--- src/rtl/alu_exec_unit.sv ---
// Execute-stage ALU: single-cycle AND/OR/ADD/SUB, iterative shift-add MUL over WIDTH cycles.
// Result, zero flag and a one-cycle valid pulse are registered for the EX/MEM stage.
module alu_exec_unit #(
    parameter int WIDTH = 32
) (
    input  logic             clk_i,
    input  logic             rst_i,
    input  logic             start_i,
    input  logic [2:0]       ALUCtrl_i,
    input  logic [WIDTH-1:0] data1_i,
    input  logic [WIDTH-1:0] data2_i,
    output logic [WIDTH-1:0] data_o,
    output logic             Zero_o,
    output logic             valid_o,
    output logic             busy_o
);

    localparam int CW = $clog2(WIDTH);

    typedef enum logic {
        IDLE,
        MUL
    } state_t;

    state_t           state;
    state_t           next_state;
    logic [WIDTH-1:0] mcand;
    logic [WIDTH-1:0] mplier;
    logic [WIDTH-1:0] acc;
    logic [WIDTH-1:0] acc_next;
    logic [WIDTH-1:0] alu_res;
    logic [CW-1:0]    count;
    logic             alu_defined;
    logic             is_mul;
    logic             accept;
    logic             last_iter;

    always_comb begin
        alu_res     = '0;
        alu_defined = 1'b1;
        is_mul      = 1'b0;
        case (ALUCtrl_i)
            3'b000:  alu_res = data1_i & data2_i;
            3'b001:  alu_res = data1_i | data2_i;
            3'b010:  alu_res = data1_i + data2_i;
            3'b011:  alu_res = data1_i - data2_i;
            3'b110:  is_mul = 1'b1;
            default: alu_defined = 1'b0;
        endcase
    end

    always_comb begin
        acc_next  = mplier[0] ? acc + mcand : acc;
        last_iter = (count == CW'(WIDTH - 1));
        accept    = (state == IDLE) && start_i;
    end

    always_comb begin
        next_state = state;
        case (state)
            IDLE: if (accept && is_mul) next_state = MUL;
            MUL:  if (last_iter) next_state = IDLE;
        endcase
    end

    always_ff @(posedge clk_i or posedge rst_i) begin
        if (rst_i) state <= IDLE;
        else       state <= next_state;
    end

    assign busy_o = (state == MUL);

    always_ff @(posedge clk_i or posedge rst_i) begin
        if (rst_i) begin
            data_o  <= '0;
            Zero_o  <= 1'b1;
            valid_o <= 1'b0;
            mcand   <= '0;
            mplier  <= '0;
            acc     <= '0;
            count   <= '0;
        end else begin
            valid_o <= 1'b0;
            if (state == IDLE) begin
                if (accept) begin
                    if (is_mul) begin
                        mcand  <= data1_i;
                        mplier <= data2_i;
                        acc    <= '0;
                        count  <= '0;
                    end else if (alu_defined) begin
                        data_o  <= alu_res;
                        Zero_o  <= (alu_res == '0);
                        valid_o <= 1'b1;
                    end else begin
                        data_o  <= '0;
                        Zero_o  <= 1'b1;
                        valid_o <= 1'b1;
                    end
                end
            end else begin
                // Final iteration publishes the sum directly so the result lands with the state change.
                acc    <= acc_next;
                mcand  <= mcand << 1;
                mplier <= mplier >> 1;
                count  <= count + 1'b1;
                if (last_iter) begin
                    data_o  <= acc_next;
                    Zero_o  <= (acc_next == '0);
                    valid_o <= 1'b1;
                end
            end
        end
    end

endmodule

--- config.mk ---
export PLATFORM = sky130hd
export DESIGN_NAME = alu_exec_unit
export DESIGN_NICKNAME = d
export VERILOG_FILES = /design/src/rtl/alu_exec_unit.sv
export SDC_FILE = /design/constraint.sdc
export NUM_CORES = 1
export LEC_CHECK = 0
export BUFFER_PORTS_ARGS = -buffer_cell sky130_fd_sc_hd__buf_2
export CAP_MARGIN = 20
export CELL_PAD_IN_SITES_DETAIL_PLACEMENT = 2
export CELL_PAD_IN_SITES_GLOBAL_PLACEMENT = 2
export CORE_MARGIN = 4
export CORE_UTILIZATION = 37
export CTS_CLUSTER_SIZE = 14
export DETAILED_ROUTE_END_ITERATION = 6
export GPL_ROUTABILITY_DRIVEN = 0
export GPL_TIMING_DRIVEN = 0
export HOLD_SLACK_MARGIN = 0.05
export PLACE_DENSITY_LB_ADDON = 0.1
export SLEW_MARGIN = 0
export SYNTH_ARGS = -nofsm -noshare
export SYNTH_HDL_FRONTEND = slang
export SYNTH_SLANG_ARGS = --single-unit
--- constraint.sdc ---
create_clock -name clk_i -period 4.8 [get_ports clk_i]
set_clock_uncertainty 0.1 [all_clocks]
set_input_delay 0 -clock clk_i [delete_from_list [all_inputs] [get_ports clk_i]]
set_output_delay 0 -clock clk_i [all_outputs]
set_load 0.02 [all_outputs]
After elaboration in Yosys (flattened, before gate mapping)
Cells that the tools add are included.
Storage, ports and cells
  flip-flop bits (word level): 136
  bits of input ports: 70
  logic and storage cells: 65
Operators by class
  mux-type cells: 33
  bitwise logic cells: 3
  add/sub/neg operators: 4
  equality and inequality tests: 7
  reductions and logical operators: 10
Operator list (number)
  $mux 32: 15
  $pmux 32 s4: 1
  $add 32x32->32: 2
  $logic_not 32->1: 2
  $and 32x32->32: 1
  $or 32x32->32: 1
  $sub 32x32->32: 1
  $mux 5: 3
  $mux 1: 13
  $eq 3x2->1 const B: 2
  $add 5x1->5 const B: 1
  $eq 5x5->1 const B: 1
  $reduce_or 5->1: 1
  $reduce_bool 2->1: 2
  $eq 3x1->1 const B: 1
  $eq 3x3->1 const B: 1
  $logic_not 3->1: 1
  $reduce_and 3->1: 1
  $logic_and 1x1->1: 2
  $ne 2x1->1 const B: 1
  $ne 2x2->1 const B: 1
  $pmux 1 s2: 1
  $reduce_and 2->1: 1
  $not 1->1: 1

Logic depth before layout (Yosys ltp)
Gate-level depths: netlist (run 1).
  depth after elaboration: 7
  mapped depth: 21
  mapped depth without buffers: 21

Worst setup path after synthesis (run 1)
No wires, ideal clock.
  kind: input-to-reg
  from: input ALUCtrl_i[1]
  to: register Zero_o
  setup time: 0.062 ns
  arrival time: 4.301 ns
  buffers on the path: 3
  path slack: 0.337 ns
  cell stages on the path: 20
  cell sequence: clkbuf_1 > inv_1 > nor2_1 > clkbuf_1 > nand2_1 > clkbuf_1 > o31ai_1 > xor2_1 > ha_1 > a21oi_1 > nand2_1 > a31o_2 > o21ba_2 > or4_1 > a32oi_1 > o2111ai_1 > nor4b_1 > nand4_1 > nor4b_1 > a221o_1
On the way
  word-level cells in the longest chain between the ends: 7
  elaborated cells between the ends (all ways): 16
  those cells by class: 5 x eq/ne; 7 x mux; 4 x reduce/logical
RTL lines
  start, declared: line 9  | input logic [2:0] ALUCtrl_i,
  $eq 3x2->1 (tied with other cells): line 42  | case (ALUCtrl_i)
  $pmux 32 s4 or $reduce_or 5->1 (tied branches)
  $logic_not 32->1 or $mux 1 (tied branches): line 93, 42
  $mux 1: line 91  | end else if (alu_defined) begin
  $mux 1: line 86  | if (is_mul) begin
  $mux 1: line 85  | if (accept) begin
  $mux 1: line 84  | if (state == IDLE) begin
  end signal, assigned: line 93  | Zero_o <= (alu_res == '0);
  end signal, assigned: line 109  | Zero_o <= (acc_next == '0);
  end, declared: line 13  | output logic Zero_o,
Several ways; a longest one is shown, not always the timed one. The select of a mux whose other input is x is not followed.
A chain may end at the register's enable or synchronous reset.

Worst setup path after layout (run 1)
  from: input ALUCtrl_i[0]
  to: register Zero_o
The elaborated chain is that of the path after synthesis.

==> summary.txt, run 1 <==
Logic synthesis
  – Synthesis warning total: 0
  – Ys async rst share: 1.00
  – Post-synth top area share: 0.299
  – Avg Inst Size Synth: 8.10 µm²
  – Mapped Cells: 1,397
  – Synthesized area: around 11,000 µm²
  – EDFF count, synth: 0
  – Count of unique library cells instantiated by Yosys: between 70 and 80
  – Top cells by area, synth: dfrtp_1 30%, ha_1 7.4%, nand2_1 7.2%
  – Sequential area share after synthesis: 0.301
  – Post-Syn Nets: 1,536
  – Post-synthesis register bit count: 136
  – Synth area leader: dfrtp_1
  – Leading register cell type out of synthesis: dfrtp_1

Final layout
  – Area Overhead vs Synth: 25.0%
  – Layout net count: approximately 1,700
  – Fin util: 0.473
  – Diode count: 0
  – Commonest non-fill, non-tap cell in the layout: nand2_1
  – Fillers: 3,302
  – Ratio of cells with drive above 1 in the final layout: 0.150
  – Highest-count cells in the layout ignoring fill and taps: 216 x nand2_1, 143 x o21ai_0, 134 x dfrtp_1
  – Cell area after layout: 14,100 µm²

Timing
  – Slew headroom: 0.277
  – Fmax: 0.211 GHz
  – Final Hold Vio Count: 0
  – Max-slew violation count: 0
  – Min Tclk post-route: 4.74 ns
  – Fin crit share: 0.988
  – Final setup fails: 0
  – Worst setup margin: 0.0555 ns
  – Worst Tran Pin Value: about 1.1 ns

Worst setup path
  – Critical Path Source Type: primary input
  – CP arrival: 5.04 ns
  – R2R setup slack: 0.06 ns
  – Type of the worst setup path: primary input to register
  – Worst reg2reg path depth: 13
  – Worst Setup SP: ALUCtrl_i[0]
  – R2R Path Start: mcand[0]
  – R2r endpoint: Zero_o
  – Crit path capture type: register
  – CP endpoint: Zero_o
  – Worst Path Required: just over 5 ns
  – CP Max Fanout: 14

Clock network
  – Root Driver: clkbuf_16
  – Reg clk slew, reported paths: approximately 0.070 ns
  – Clock Sinks: roughly 140
  – Number of buffers created by CTS: 17
  – CTS tree: done
  – CTS H-tree lvls: 4
  – Clock latency at the later pin of the worst-skew pair: ~0.46 ns
  – CTS max path bufs: 2

Floorplan
  – Die footprint: 33,400 µm²
  – Row cnt: 63
  – CORE AREA: around 30,000 µm²
  – Height of the die: 183 µm
  – Starting Density: 0.379
  – Die Wd: 183 µm
  – Num ports: between 100 and 150

Placed design
  – Placed cell area: 12,300 µm²
  – Pre-CTS setup slack: -2.55 ns
  – Hpwl dp: between 40 and 50 mm
  – Port Buf Inserts: 101

Route
  – Routed Wire Length: 56.7 mm
  – Routed WL per cell: 28.3 µm
  – Vias: about 12,000
  – Vias per cell: 6.22
  – First-pass DRT Iterations: 5
  – DRC viols: 0
  – Starting DRC count in detailed routing: roughly 900
  – Post-route ant nets: 0

Power
  – Power Density: 493 nW/µm²
  – Leakage Power: 6.46 nW
  – Final Power: 6.98 mW
  – Worst vdd ir: slightly above 0.3 mV

GRT
  – Total GRT Usage: 0.334
  – Vias in the first global route: 13,800
  – First-pass GRT wire length: around 85 mm
  – Pin count of the biggest net entering global routing: 89
  – Gr ovfl total: 0
  – Antenna violations before repair: 1

Outcome
  – Status: completed

Run
  – Max-cap violations: 0

Worst hold path
  – Worst Hold Class: primary input to register
how the worst min path moves through the flow:
stage / slack (ns) / endpoint / cells past startpoint / startpoint
after floorplan: 0.03 / mplier[31] / 2 / data2_i[31]
after global placement: 0.19 / mplier[31] / 3 / data2_i[31]
after detailed placement: -0.02 / mcand[17] / 2 / rst_i
after CTS: 0.17 / data_o[14] / 6 / data2_i[14]
after global routing: 0.23 / data_o[12] / 5 / data2_i[12]
final: 0.17 / data_o[12] / 5 / data2_i[12]
stage by stage:
step                setup TNS [ns]  cells  hold WS [ns]
global route               -0.0619   2002         0.234
CTS                              0   1993         0.174
global placement           -162.22   1888         0.191
floorplan                        0   1397        0.0307
detailed placement          -25.62   1889       -0.0221
finish                           0   2002         0.173
Yosys cell counts (8+ instances only):
master / count
nand2_1: 218
o21ai_0: 147
dfrtp_1: 135
a21oi_1: 108
nor2_1: 89
mux2i_1: 71
ha_1: 67
clkbuf_1: 65
a21o_1: 37
xnor2_1: 36
xor2_1: 34
nor3_1: 31
inv_1: 23
a211oi_1: 20
maj3_1: 20
nand3_1: 18
a31oi_1: 16
o21a_1: 16
o211ai_1: 15
o22ai_1: 15
and3_1: 13
nand4_1: 13
and2_1: 12
nand2b_1: 11
o31ai_1: 11
mux2_2: 10
or4_1: 10
a221oi_1: 9
buf_1: 9
nor4_1: 8
worst max-delay path, stage by stage:
cell and delay [ns]:
buf_4 0.18, clkbuf_4 0.23, clkbuf_4 0.25, nand2_2 0.24, buf_2 0.36, nand2_1 0.11
xor2_1 0.17, ha_1 0.34, a21o_1 0.23, a211o_1 0.31, o211ai_1 0.40, a21oi_1 0.24
o21a_1 0.23, o41ai_1 0.36, o2111ai_2 0.23, nor4b_4 0.41, nand4_1 0.23, nor4b_4 0.33
a221o_1 0.17
sequential cells by signal, summed over array words and instances, names as in the netlist:
signal and cells:
Zero_o 1, acc 32, busy_o 1, count 5, data_o 32, mcand 32, mplier 32, valid_o 1
where the power goes:
part,total [mW],switching (mW),internal [mW],leakage [nW]
registers,1.91,0.342,1.57,1.76
clock network,1.46,0.627,0.836,0.279
logic,3.61,2.36,1.24,4.42
total,6.98,3.33,3.65,6.46
cell type report:
cell class              instances  area, µm²  area share
multi-input cells            1160       7900       0.558
clock buffers                  19        443      0.0313
well taps                     390        488      0.0345
flip-flops and latches        136       3410       0.241
inverters                      26        103     0.00725
clock inverters                13        170      0.0120
plain buffers                  71        284      0.0201
repair buffers                187       1350      0.0957
metal layers:
layer  track usage  share of wire  up-vias
met5             0              0        -
met4         0.114          0.037        0
met3        0.0492          0.038      124
met2         0.602           0.51      349
met1         0.407           0.42     6443
li1              -              -     5536
timing repair:
| action | 4_1_cts | 5_1_grt |
|---|---|---|
| endpoints found under the hold margin | 203 | 0 |
| buffers inserted | 6 | 9 |
| gates cloned | 0 | 0 |
| pin swaps | 6 | 14 |
| hold buffers | 69 | 0 |
| endpoints found under the setup margin | 21 | 1 |
| resized for setup | 35 | 54 |
cells by family (layout without fill, tap and decap cells):
group / count (synthesis) / count (layout) / share of synthesized area
DFF: 136 / 136 / 0.301
AOI/OAI and AO/OA: 461 / 461 / 0.256
buffers and inverters: 101 / 316 / 0.0336
adders and majority gates: 89 / 89 / 0.0953
and+or+nand+nor: 458 / 458 / 0.186
xor gates and xnor gates: 70 / 70 / 0.0542
muxes: 82 / 82 / 0.0741
Power figures use the tool's default switching activity.
==> inputs of run 2 (changes only) <==
--- a/config.mk
+++ b/config.mk
@@ -5,12 +5,13 @@
 export SDC_FILE = /design/constraint.sdc
 export NUM_CORES = 1
 export LEC_CHECK = 0
+export ABC_AREA = 1
 export BUFFER_PORTS_ARGS = -buffer_cell sky130_fd_sc_hd__buf_2
 export CAP_MARGIN = 20
 export CELL_PAD_IN_SITES_DETAIL_PLACEMENT = 2
 export CELL_PAD_IN_SITES_GLOBAL_PLACEMENT = 2
 export CORE_MARGIN = 4
-export CORE_UTILIZATION = 37
+export CORE_UTILIZATION = 33
 export CTS_CLUSTER_SIZE = 14
 export DETAILED_ROUTE_END_ITERATION = 6
 export GPL_ROUTABILITY_DRIVEN = 0
==> summary.txt, run 2 <==
Placed design
  – Hpwl dp: a little over 50 mm
  – Port Buf Inserts: ~100
  – Inst Count DP: 2,729

Final layout
  – Commonest non-fill, non-tap cell in the layout: nand2_1
  – Area Overhead vs Synth: 19.2%
  – Non-Filler Instances: 2,831
  – Ratio of cells with drive above 1 in the final layout: 0.0971
  – Layout net count: 2,444
  – Highest-count cells in the layout ignoring fill and taps: 685 x nand2_1, 320 x inv_1, 279 x nor2_1

Worst setup path
  – CP arrival: 4.80 ns
  – Worst Path Required: between 5 and 6 ns
  – CP max stage delay: 0.56 ns
  – R2R setup slack: around 1.5 ns
  – Crit path top cell by count: nand2_1
  – R2r endpoint: Zero_o
  – Slowest cell on the critical path: dlygate4sd3_1
  – R2R Path Start: mcand[0]
  – Crit path capture type: register
  – Type of the worst setup path: primary input to register
  – CP Max Fanout: 5
  – Worst reg2reg path depth: 19
  – Critical Path Source Type: primary input

Timing
  – Min Tclk post-route: about 4.5 ns
  – Worst Tran Pin Value: 0.925 ns
  – Slew headroom: 0.379
  – Fin crit share: 0.944
  – Max-slew violation count: 0
  – Final setup fails: 0
  – Fmax: 0.221 GHz
  – Final Hold Vio Count: 0

Logic synthesis
  – Mapped Cells: 2,114
  – Most frequent cell after synthesis: nand2_1
  – Post-synth top area share: 0.265
  – Ys async rst share: 1.00
  – Sequential area share after synthesis: 0.267
  – Synth area leader: dfrtp_1
  – Post-synth top cells: 688 x nand2_1, 323 x inv_1, 280 x nor2_1
  – Post-Syn Nets: 2,253
  – Avg Inst Size Synth: between 6 and 7 µm²
  – Synthesized area: around 13,000 µm²
  – Post-synthesis register bit count: 136
  – Leading register cell type out of synthesis: dfrtp_1
  – Synthesis warning total: 0
  – Top cells by area, synth: dfrtp_1 26%, nand2_1 20%, inv_1 9.5%
  – EDFF count, synth: 0
  – Count of unique library cells instantiated by Yosys: 50

Power
  – Final Power: 10.0 mW
  – Leakage Power: 8.07 nW
  – Worst vdd ir: between 0.2 and 0.3 mV
  – Power Density: 660 nW/µm²

Route
  – First-pass DRT Iterations: 5
  – Routed Wire Length: 65.6 mm
  – Vias: 15,100
  – Starting DRC count in detailed routing: 802
  – Vias per cell: 5.34
  – Post-route ant nets: 0
  – DRC viols: 0
  – Routed WL per cell: 23.2 µm

GRT
  – Pin count of the biggest net entering global routing: 78
  – Gr ovfl total: 0
  – Total GRT Usage: 0.312
  – First-pass GRT wire length: 99.9 mm
  – Vias in the first global route: around 17,000
  – Antenna violations before repair: 3

Clock network
  – Clock latency at the later pin of the worst-skew pair: about 0.44 ns
  – Clock Sinks: 136
  – CTS max path bufs: 2
  – CTS H-tree lvls: 4
  – CTS tree: done
  – Number of buffers created by CTS: 17
  – Root Driver: clkbuf_16
  – Reg clk slew, reported paths: about 0.060 ns

Floorplan
  – Num ports: 105
  – Die footprint: 41,800 µm²
  – Height of the die: 205 µm
  – CORE AREA: between 30,000 and 40,000 µm²
  – Row cnt: 71
  – Die Wd: 205 µm
  – Starting Density: 0.337

Run
  – Max-cap violations: 0

Outcome
  – Status: completed

Worst hold path
  – Worst Hold Class: primary input to asynchronous set/reset pin
==> run 2: what timing repair did <==
| action | in CTS | in global routing |
|---|---|---|
| buffers inserted | 0 | 2 |
| gates resized for setup | 0 | 11 |
| hold buffers | 66 | 0 |
| endpoints found under the hold margin | 123 | 0 |
| setup endpoints to repair | 0 | 3 |
==> run 2: layout make-up <==
class                           instances  area, µm²
Tap cell                              511        639
Multi-Input combinational cell       1589       7890
Sequential cell                       136       3400
Timing Repair Buffer                  172       1220
Clock buffer                           22        464
Antenna cell                            3       7.51
Fill cell                            4796      22600
Buffer                                 56        241
Clock inverter                          9       76.3
Inverter                              333       1250
==> run 2: logic make-up (layout without fill, tap and decap cells) <==
family | Yosys count | in the layout | share of synthesized area
AOI/OAI and AO/OA | 255 | 255 | 0.114
xor gates and xnor gates | 36 | 36 | 0.0247
adders and majority gates | 82 | 82 | 0.0793
buffers and inverters | 389 | 592 | 0.117
DFF | 136 | 136 | 0.267
other | 0 | 3 | 0
and+or+nand+nor | 1216 | 1216 | 0.398
==> run 2: worst max-delay path, delay by kind of cell <==
kind / cells / cell delay, ns
compound gates: 1 / 0.21
xor+xnor: 1 / 0.17
fa+ha+maj: 2 / 0.59
buf+inv: 6 / 1.17
simple gates: 19 / 2.67
==> run 2: per-layer routing <==
| metal | share of wire | track usage | vias to the layer above |
|---|---|---|---|
| li1 | - | - | 7068 |
| met1 | 0.42 | 0.379 | 7580 |
| met2 | 0.50 | 0.569 | 337 |
| met3 | 0.029 | 0.0261 | 143 |
| met4 | 0.046 | 0.127 | 0 |
| met5 | 0 | 0 | - |
==> run 2: report_power, final <==
part	internal, mW	leakage (nW)	switching, mW	total (mW)
sequential	1.70	1.54	0.570	2.27
clock	0.732	0.269	0.544	1.28
combinational	1.99	6.26	4.49	6.49
==> run 2: how the worst max path moves through the flow <==
stage	from	endpoint	slack, ns	depth (start not counted)
2_1_floorplan	rst_i	acc[0]	1.06	1
3_5_place_dp	data2_i[1]	Zero_o	0.41	28
4_1_cts	data2_i[1]	Zero_o	0.26	29
5_1_grt	data2_i[0]	Zero_o	-0.04	30
3_3_place_gp	rst_i	mplier[26]	-0.83	2
6_report	data2_i[0]	Zero_o	0.27	29
==> run 2: through the flow <==
| stage | setup WS (ns) | hold WS [ns] | instance area, µm² | TNS (ns) | utilization |
|---|---|---|---|---|---|
| finish | 0.269 | 0.0861 | 15200 | 0 | 0.402 |
| global route | -0.0445 | 0.169 | 15200 | -0.0445 | 0.402 |
| CTS | 0.264 | 0.0730 | 15100 | 0 | 0.400 |
| detailed placement | 0.413 | 0.0261 | 13900 | 0 | 0.368 |
| global placement | -0.833 | 0.214 | 13900 | -110.74 | 0.367 |
| floorplan | 1.06 | 0.0615 | 12700 | 0 | - |
==> inputs of run 3 (changes only) <==
--- a/config.mk
+++ b/config.mk
@@ -10,6 +10,7 @@
 export CAP_MARGIN = 20
 export CELL_PAD_IN_SITES_DETAIL_PLACEMENT = 2
 export CELL_PAD_IN_SITES_GLOBAL_PLACEMENT = 2
+export CORE_ASPECT_RATIO = 0.9
 export CORE_MARGIN = 4
 export CORE_UTILIZATION = 33
 export CTS_CLUSTER_SIZE = 14
==> summary.txt, run 3 (synthesis gave the netlist of run 2 again) <==
Outcome
  – Status: completed

GRT
  – Pin count of the biggest net entering global routing: 90
  – Antenna violations before repair: 0
  – Vias in the first global route: 16,100
  – First-pass GRT wire length: 96.1 mm
  – Gr ovfl total: 0
  – Total GRT Usage: 0.296

Floorplan
  – CORE AREA: 38,300 µm²
  – Row cnt: 68
  – Starting Density: 0.333
  – Die footprint: 41,800 µm²
  – Num ports: 105
  – Height of the die: 194 µm
  – Die Wd: around 220 µm

Clock network
  – CTS H-tree lvls: 4
  – CTS tree: done
  – Clock latency at the later pin of the worst-skew pair: 0.43 ns
  – Number of buffers created by CTS: 17
  – Reg clk slew, reported paths: 0.06 ns
  – Clock Sinks: 136
  – CTS max path bufs: 2
  – Root Driver: clkbuf_16

Timing
  – Final setup TNS: 0 ns
  – Worst Tran Pin Value: 0.885 ns
  – RSZ-0062 raised after global routing: no
  – Min Tclk post-route: 4.50 ns
  – Max-slew violation count: 0
  – Final setup fails: 0
  – Worst setup margin: just under 0.3 ns
  – Hold Slack: 0.0608 ns
  – Final Hold Vio Count: 0
  – Fin crit share: 0.938
  – Slew headroom: 0.410
  – Fmax: approximately 0.22 GHz

Route
  – Starting DRC count in detailed routing: 978
  – First-pass DRT Iterations: 7
  – DRC viols: 0
  – Routed Wire Length: between 60 and 70 mm
  – Vias: 15,100
  – Post-route ant nets: 0
  – Routed WL per cell: 22.4 µm
  – Vias per cell: 5.37

Placed design
  – Hpwl dp: 51.1 mm
  – Port Buf Inserts: 103
  – Inst Count DP: 2,708
  – Placed cell area: between 10,000 and 15,000 µm²
  – Pre-CTS setup slack: 0.365 ns

Final layout
  – Commonest non-fill, non-tap cell in the layout: nand2_1
  – Area Overhead vs Synth: 18.9%
  – Cell area after layout: 15,200 µm²
  – Layout net count: around 2,400
  – Ratio of cells with drive above 1 in the final layout: 0.0941
  – Highest-count cells in the layout ignoring fill and taps: 687 x nand2_1, 322 x inv_1, 280 x nor2_1
  – Fin util: 0.396
  – Non-Filler Instances: 2,807

Worst setup path
  – Crit path capture type: register
  – Critical Path Source Type: primary input
  – CP Max Fanout: 5
  – Type of the worst setup path: primary input to register
  – Worst Path Required: 5.07 ns
  – CP arrival: 4.77 ns

Power
  – Power Density: 657 nW/µm²
  – Worst vdd ir: 0.332 mV
  – Final Power: 9.95 mW
  – Leakage Power: between 8 and 9 nW

Run
  – Max-cap violations: 0

Worst hold path
  – Worst Hold Class: primary input to asynchronous set/reset pin
[run 3: final cells by class]
class | count | area [µm²]
multi-input combinational | 1589 | 7880
tap | 490 | 613
clock inverter | 10 | 105
antenna | 1 | 2.50
inverter | 333 | 1250
fill | 4840 | 23100
clock buffer | 21 | 440
buffer | 56 | 241
timing repair buffer | 171 | 1210
sequential | 136 | 3400
[run 3: where the power goes]
part	switching [mW]	total (mW)	leakage [nW]	internal, mW
sequential	0.525	2.23	1.54	1.70
clock	0.529	1.28	0.266	0.755
combinational	4.45	6.44	6.26	1.99
[run 3: final timing paths]
kind                            slack [ns]        end  cells past startpoint         start
worst max-delay path                  0.30     Zero_o                     28    data2_i[1]
worst min-delay path                  0.06     acc[1]                      3         rst_i
worst max register to register        1.45     Zero_o                     19      mcand[0]
worst min register to register        0.38     Zero_o                      2        Zero_o
max in group asynchronous             3.67     Zero_o                      4         rst_i
min in group clk_i                    0.09  data_o[4]                      6  ALUCtrl_i[2]
[run 3: worst max-delay path, stage by stage]
cell and delay (ns):
dlygate4sd3_1 0.53, buf_2 0.15, inv_1 0.14, ha_1 0.22, nand3_2 0.13, nor2_2 0.15, nand4_2 0.17, nor4_4 0.25
buf_4 0.19, nand3_1 0.12, nand2_1 0.11, xor2_1 0.15, inv_1 0.07, ha_1 0.36, nand2_1 0.16, nor2_1 0.24
nand3_1 0.24, nor3_2 0.18, nand2_1 0.19, a21oi_1 0.22, nor2_1 0.12, nor2_1 0.15, nand4_1 0.09, nor2_1 0.10
nand3_1 0.09, nand2_1 0.09, nand2_1 0.08, nand2_1 0.07
[run 3: timing repair]
| action | in CTS | in global routing |
|---|---|---|
| gates resized for setup | 0 | 5 |
| hold buffers | 66 | 0 |
| setup buffers | 0 | 1 |
| setup endpoints to repair | 0 | 2 |
| endpoints found under the hold margin | 199 | 0 |
[run 3: metal layers]
layer	vias to the layer above	track usage	wire [µm]
met5	-	0	0
met4	0	0.0518	1030
met3	63	0.0488	3270
met2	372	0.484	28800
met1	7582	0.417	29900
li1	7059	-	-
